$ cat src/rtl/fp_mul_seq.sv
// rtl/fp_mul_seq.sv - multi-cycle IEEE-754 binary64 multiplier with valid/finish handshake
// Define FP_MUL_EXCEPT_EN to add flags output {invalid, overflow, underflow, inexact}.
module fp_mul_seq #(
  parameter int DBL_WIDTH      = 64,
  parameter int BITS_PER_CYCLE = 4
) (
  input  logic                 clk,
  input  logic                 rst_n,
  input  logic                 valid,
  input  logic [DBL_WIDTH-1:0] a,
  input  logic [DBL_WIDTH-1:0] b,
  output logic                 finish,
  output logic [DBL_WIDTH-1:0] result,
  output logic                 busy
`ifdef FP_MUL_EXCEPT_EN
  ,
  output logic [3:0]           flags
`endif
);
  localparam int ITER = (53 + BITS_PER_CYCLE - 1) / BITS_PER_CYCLE;
  localparam int CW   = $clog2(ITER + 1);

  typedef enum logic [2:0] {IDLE, UNPACK, MUL, NORM, ROUND} state_t;
  typedef enum logic [1:0] {SP_NONE, SP_NAN, SP_INF, SP_ZERO} special_t;

  state_t               state, state_next;
  logic                 accept;

  logic [DBL_WIDTH-1:0] op_a, op_b;
  logic                 sign;
  logic signed [12:0]   exp_r;
  special_t             special, special_next;
  logic [105:0]         mcand, acc, chunk;
  logic [52:0]          mplier, mant;
  logic [CW-1:0]        cnt;
  logic                 g_bit, r_bit, s_bit;

  logic [10:0]          ea, eb;
  logic [51:0]          fa, fb;
  logic                 a_zero, b_zero, a_inf, b_inf, a_nan, b_nan;

  logic                 round_up;
  logic [53:0]          mant_rnd;
  logic signed [12:0]   exp_fin;
  logic [51:0]          frac_out;
  logic                 ovf, unf;
  logic [DBL_WIDTH-1:0] res_word;
`ifdef FP_MUL_EXCEPT_EN
  logic [3:0]           flags_word;
`endif

  always_ff @(posedge clk or negedge rst_n) begin
    if (!rst_n) state <= IDLE;
    else        state <= state_next;
  end

  // A valid coinciding with finish is dropped: the unit is still busy that cycle.
  always_comb begin
    state_next = state;
    accept     = 1'b0;
    case (state)
      IDLE: begin
        if (valid && !finish) begin
          accept     = 1'b1;
          state_next = UNPACK;
        end
      end
      UNPACK: state_next = MUL;
      MUL:    if (cnt == CW'(ITER - 1)) state_next = NORM;
      NORM:   state_next = ROUND;
      ROUND:  state_next = IDLE;
      default: state_next = IDLE;
    endcase
  end

  // Subnormal operands are classified as zero (flush-to-zero on input).
  always_comb begin
    ea     = op_a[62:52];
    eb     = op_b[62:52];
    fa     = op_a[51:0];
    fb     = op_b[51:0];
    a_zero = (ea == 11'd0);
    b_zero = (eb == 11'd0);
    a_inf  = (ea == 11'h7FF) && (fa == 52'd0);
    b_inf  = (eb == 11'h7FF) && (fb == 52'd0);
    a_nan  = (ea == 11'h7FF) && (fa != 52'd0);
    b_nan  = (eb == 11'h7FF) && (fb != 52'd0);
    if (a_nan || b_nan || (a_inf && b_zero) || (a_zero && b_inf)) special_next = SP_NAN;
    else if (a_inf || b_inf)                                     special_next = SP_INF;
    else if (a_zero || b_zero)                                   special_next = SP_ZERO;
    else                                                         special_next = SP_NONE;
    chunk = {{(106 - BITS_PER_CYCLE){1'b0}}, mplier[BITS_PER_CYCLE-1:0]};
  end

  always_comb begin
    round_up = g_bit & (r_bit | s_bit | mant[0]);
    mant_rnd = {1'b0, mant} + {53'd0, round_up};
    exp_fin  = exp_r + $signed({12'd0, mant_rnd[53]});
    frac_out = mant_rnd[53] ? mant_rnd[52:1] : mant_rnd[51:0];
    ovf      = (exp_fin >= 13'sd2047);
    unf      = (exp_fin <= 13'sd0);
    res_word = {sign, exp_fin[10:0], frac_out};
`ifdef FP_MUL_EXCEPT_EN
    flags_word = 4'b0000;
`endif
    case (special)
      SP_NAN: begin
        res_word = 64'h7FF8_0000_0000_0000;
`ifdef FP_MUL_EXCEPT_EN
        flags_word = 4'b1000;
`endif
      end
      SP_INF:  res_word = {sign, 11'h7FF, 52'd0};
      SP_ZERO: res_word = {sign, 63'd0};
      default: begin
        if (ovf)      res_word = {sign, 11'h7FF, 52'd0};
        else if (unf) res_word = {sign, 63'd0};
`ifdef FP_MUL_EXCEPT_EN
        flags_word = {1'b0, ovf, unf & ~ovf, g_bit | r_bit | s_bit | ovf | unf};
`endif
      end
    endcase
  end

  always_ff @(posedge clk or negedge rst_n) begin
    if (!rst_n) begin
      finish  <= 1'b0;
      result  <= '0;
      busy    <= 1'b0;
      op_a    <= '0;
      op_b    <= '0;
      sign    <= 1'b0;
      exp_r   <= '0;
      special <= SP_NONE;
      mcand   <= '0;
      acc     <= '0;
      mplier  <= '0;
      mant    <= '0;
      cnt     <= '0;
      g_bit   <= 1'b0;
      r_bit   <= 1'b0;
      s_bit   <= 1'b0;
`ifdef FP_MUL_EXCEPT_EN
      flags   <= 4'b0000;
`endif
    end else begin
      finish <= 1'b0;
`ifdef FP_MUL_EXCEPT_EN
      flags  <= 4'b0000;
`endif
      if (accept)      busy <= 1'b1;
      else if (finish) busy <= 1'b0;
      case (state)
        IDLE: begin
          if (accept) begin
            op_a <= a;
            op_b <= b;
          end
        end
        UNPACK: begin
          sign    <= op_a[63] ^ op_b[63];
          exp_r   <= $signed({2'b00, ea}) + $signed({2'b00, eb}) - 13'sd1023;
          special <= special_next;
          mcand   <= a_zero ? 106'd0 : {53'd0, 1'b1, fa};
          mplier  <= b_zero ? 53'd0 : {1'b1, fb};
          acc     <= '0;
          cnt     <= '0;
        end
        MUL: begin
          acc    <= acc + mcand * chunk;
          mcand  <= mcand << BITS_PER_CYCLE;
          mplier <= mplier >> BITS_PER_CYCLE;
          cnt    <= cnt + CW'(1);
        end
        NORM: begin
          if (acc[105]) begin
            mant  <= acc[105:53];
            g_bit <= acc[52];
            r_bit <= acc[51];
            s_bit <= |acc[50:0];
            exp_r <= exp_r + 13'sd1;
          end else begin
            mant  <= acc[104:52];
            g_bit <= acc[51];
            r_bit <= acc[50];
            s_bit <= |acc[49:0];
          end
        end
        ROUND: begin
          result <= res_word;
          finish <= 1'b1;
`ifdef FP_MUL_EXCEPT_EN
          flags  <= flags_word;
`endif
        end
        default: ;
      endcase
    end
  end

endmodule

$ cat config.mk
export PLATFORM = sky130hd
export DESIGN_NAME = fp_mul_seq
export DESIGN_NICKNAME = d
export VERILOG_FILES = /design/src/rtl/fp_mul_seq.sv
export SDC_FILE = /design/constraint.sdc
export NUM_CORES = 2
export LEC_CHECK = 0
export ABC_CLOCK_PERIOD_IN_PS = 14250
export CAP_MARGIN = 20
export CORE_MARGIN = 8
export CORE_UTILIZATION = 50
export CTS_CLUSTER_DIAMETER = 60
export DETAILED_ROUTE_END_ITERATION = 8
export PLACE_DENSITY = 0.68
export SLEW_MARGIN = 20
export SYNTH_ARGS = -nofsm -noshare
export SYNTH_HDL_FRONTEND = slang
export SYNTH_SLANG_ARGS = --single-unit
$ cat constraint.sdc
create_clock -name clk -period 14.25 [get_ports clk]
set_input_delay 4.275 -clock clk [delete_from_list [all_inputs] [get_ports clk]]
set_output_delay 4.275 -clock clk [all_outputs]
set_load 0.05 [all_outputs]
==> flow_metrics.env <==
export IMPL_status="completed"
export IMPL_syn_area_sq_um=40700
export IMPL_yosysUniqueCellTypes=77
export IMPL_yosys_most_used_dff="dfrtp_1"
export IMPL_maxCapViolCount=0
export IMPL_relSlewSlack=0.243
export IMPL_grt_max_degree=164
export IMPL_hold_violations=0
export IMPL_pwr_share_seq=0.257
export IMPL_synth_edff_count=0
export IMPL_finalPower_uw=11500
export IMPL_path_clk_slew_ns=0.06
export IMPL_vias=31600
export IMPL_avgSynthCellArea_sq_um=9.26
export IMPL_rsz0062_at_grt="no"
export IMPL_use_met3=0.0369
export IMPL_die_area_sq_um=90700
export IMPL_slew_violations=0
export IMPL_startpoint_type="flop"
export IMPL_cts_max_level=3
export IMPL_synthCells=4392
export IMPL_end_kind="flop"
export IMPL_tightest_slew_ns=1.14
export IMPL_grt_pass1_vias=32200
export IMPL_p_clk_frac=0.164
export IMPL_synth_xor_area_frac=0.0373
export IMPL_cts_resized=0
export IMPL_p_per_area_nw_per_um2=251
export IMPL_clock_sinks=538
export IMPL_intPower_uw=5910
export IMPL_portBuffers=196
export IMPL_slowest_stage="dfrtp_2"
export IMPL_vdd_ir_drop_max_v=0.000161
export IMPL_ys_seq_area_frac=0.331
export IMPL_synth_simple_area_share=0.167
export IMPL_diodes=0
export IMPL_path_buf_inv=3
export IMPL_grt_use_met2=0.363
export IMPL_path_delay_family="compound AO/OA/AOI/OAI gates"
export IMPL_hold_path_class="reg2reg"
export IMPL_start_util=0.505
export IMPL_crit_type="reg2reg"
export IMPL_wl_per_cell_um=19.1
export IMPL_ys_warnings_count=0
export IMPL_hold_buffers=0
export IMPL_power_frac_comb=0.579
export IMPL_cp_arrival_ns=7.67
export IMPL_gp_congestion=0.949
export IMPL_synthMuxAreaShare=0.0492
export IMPL_grtUsageTotal=0.236
export IMPL_antenna_found_initial=1
export IMPL_fin_skew_ns=0.0282
export IMPL_root_buffer="clkbuf_16"
export IMPL_core_area_sq_um=80500
export IMPL_grt_pass1_wl_um=176000
export IMPL_fillers=7239
export IMPL_fin_crit_ns=7.17
export IMPL_die_h_um=301
export IMPL_clk_latency_ns=0.63
export IMPL_drt_iter0_drc=2289
export IMPL_switching_share=0.486
export IMPL_synth_top_family_by_area="adder cells"
export IMPL_postRouteAntennaNets=0
export IMPL_std_cell_rows=104
export IMPL_netSwitchingPower_uw=5590
export IMPL_final_util=0.569
export IMPL_fin_nets=5025
export IMPL_syn_num_nets=4972
export IMPL_wirelength_um=106000
export IMPL_timing_final_crit_share=0.503
export IMPL_die_w_um=301
export IMPL_setup_viol=0
export IMPL_ys_ff_latch=538
export IMPL_synthAdderAreaFrac=0.195
export IMPL_dp_hpwl_um=80300
export IMPL_crit_chain="buf_4 -> and2_1 -> fa_1 -> fa_1 -> inv_1 -> fa_1 -> inv_1 -> ha_1 -> a21o_1 -> a311oi_1 -> o31ai_1 -> a221oi_1 -> a21oi_1 -> o211ai_1 -> a21oi_1 -> a21oi_1 -> o21bai_1 -> nor4b_1 -> or3_1"
export IMPL_instances_no_fill=5561
export IMPL_ios=197
export IMPL_post_cts_setup_buffers=0
export IMPL_grt_ovfl_total=0
export IMPL_cts_tree="yes"
export IMPL_clk_path_buf_depth=3
export IMPL_slowest_delay_ns=0.72
export IMPL_cp_required_ns=14.74
export IMPL_via_per_inst=5.68
export IMPL_finalSetupTns_ns=0
export IMPL_synth_compound_area_frac=0.137
export IMPL_drc=0
export IMPL_cts_made_buffers=70
export IMPL_drive_above_1_share=0.0713
export IMPL_grtUsageMet1=0.349
export IMPL_gr_max_usage_layer="met2"
export IMPL_drt_pass1_iter_count=8
export IMPL_synthArstFlopShare=1.00
export IMPL_place_inst=5433
export IMPL_cp_max_fo=73
export IMPL_leakagePower_uw=0.0215
export IMPL_fmax_mhz=139
export IMPL_syn_to_final_growth_pct=12.7
## final timing paths
check	to	depth (start not counted)	startpoint	slack [ns]
hold / removal	result[22]	2	result[22]	0.47
max in group asynchronous	mplier[3]	3	rst_n	8.38
hold reg to reg	result[22]	2	result[22]	0.47
setup / recovery	acc[101]	19	mplier[2]	7.08
min in group asynchronous	op_b[58]	1	rst_n	3.59
setup reg to reg	acc[101]	19	mplier[2]	7.08
## per-layer routing
layer,routed length [um],part of all wire
met1,50600,0.48
met2,47400,0.45
met3,6130,0.058
met4,2190,0.021
met5,0,0
## final cells by class
class,count,area (sq um),share of cell area
Clock buffer,90,1990,0.0434
Clock inverter,38,508,0.0111
Inverter,650,2440,0.0533
Multi-Input combinational cell,2962,23900,0.522
Sequential cell,538,13500,0.294
Tap cell,1060,1330,0.0289
Timing Repair Buffer,223,2190,0.0477
## synth_stat cells (all sizes together), types with 5 or more instances
| cell | n | area, sq um |
|---|---|---|
| a2111oi | 6 | 96.3 |
| a211oi | 9 | 67.6 |
| a21boi | 6 | 45.0 |
| a21o | 64 | 480 |
| a21oi | 224 | 1120 |
| a222oi | 97 | 971 |
| a22o | 9 | 78.8 |
| a31oi | 14 | 87.6 |
| and2 | 399 | 2500 |
| and3 | 25 | 156 |
| and4 | 5 | 43.8 |
| buf | 30 | 136 |
| clkbuf | 212 | 796 |
| dfrtp | 538 | 13500 |
| fa | 309 | 6190 |
| ha | 140 | 1750 |
| inv | 650 | 2440 |
| mux2 | 128 | 1440 |
| mux2i | 56 | 561 |
| nand2 | 375 | 1410 |
| nand2b | 9 | 56.3 |
| nand3 | 123 | 621 |
| nand4 | 79 | 494 |
| nor2 | 179 | 679 |
| nor2b | 13 | 88.8 |
| nor3 | 40 | 200 |
| nor3b | 5 | 37.5 |
| nor4 | 52 | 325 |
| o2111ai | 5 | 56.3 |
| o211ai | 34 | 255 |
| o21a | 21 | 158 |
| o21ai | 134 | 671 |
| o21bai | 38 | 285 |
| o22ai | 100 | 626 |
| o311ai | 10 | 87.6 |
| o31ai | 11 | 82.6 |
| or2 | 5 | 31.3 |
| or3 | 6 | 37.5 |
| or4 | 6 | 45.0 |
| xnor2 | 104 | 911 |
| xor2 | 69 | 604 |
## kinds of logic after synthesis
kind of cell	Yosys count
AND/OR/NAND/NOR	1331
buffers and inverters	892
AO/OA/AOI/OAI	825
flip-flops	538
adder cells (fa/ha/maj)	449
multiplexers	184
XOR/XNOR	173
## flip-flops by register name, summed over array words and instances, names as in the netlist, 3 cells and up
register and flops:
acc 106, mcand 106, op_a 64, op_b 64, result 64, mant 53
mplier 53, exp_r 13, cnt 4, state 3
## through the flow
step	setup WS, ns	hold WS (ns)	area, sq um
after floorplan	8.72	0.444	40700
after CTS	7.16	0.482	45800
final	7.08	0.474	45800
after global routing	6.69	0.496	45800
after global placement	7.25	0.453	43300
after detailed placement	7.18	0.468	43300
## worst reg2reg max path, delay by kind of cell (launching register included)
family / cells / cell delay, ns
AOI/OAI and AO/OA: 9 / 2.83
adders and majority gates: 4 / 1.88
and+or+nand+nor: 3 / 0.87
buffers and inverters: 3 / 0.75
DFF: 1 / 0.72
## cells in the final DEF, fill, tap and decap left out, types with 97 or more instances in the layout
master           netlist  layout
and2_1               399     399
a222oi_1              97      97
fa_1                 309     309
clkdlybuf4s50_1        0     195
inv_1                649     648
a21oi_1              223     223
dfrtp_1              538     533
mux2_2               128     128
xnor2_1              104     104
nand3_1              122     121
o21ai_0              130     130
o22ai_1              100     100
nand2_1              375     372
nor2_1               176     173
ha_1                 140     140
## power groups by stage
stage / sequential (uW) / clock, uW / combinational (uW)
final: 2950 / 1880 / 6660
after global placement: 2960 / 0 / 6540
after CTS: 2950 / 1920 / 6660
after global routing: 3060 / 1980 / 7470
after detailed placement: 2980 / 0 / 6610
after floorplan: 2880 / 0 / 4900
No activity file was read; power rests on OpenSTA's default activity.
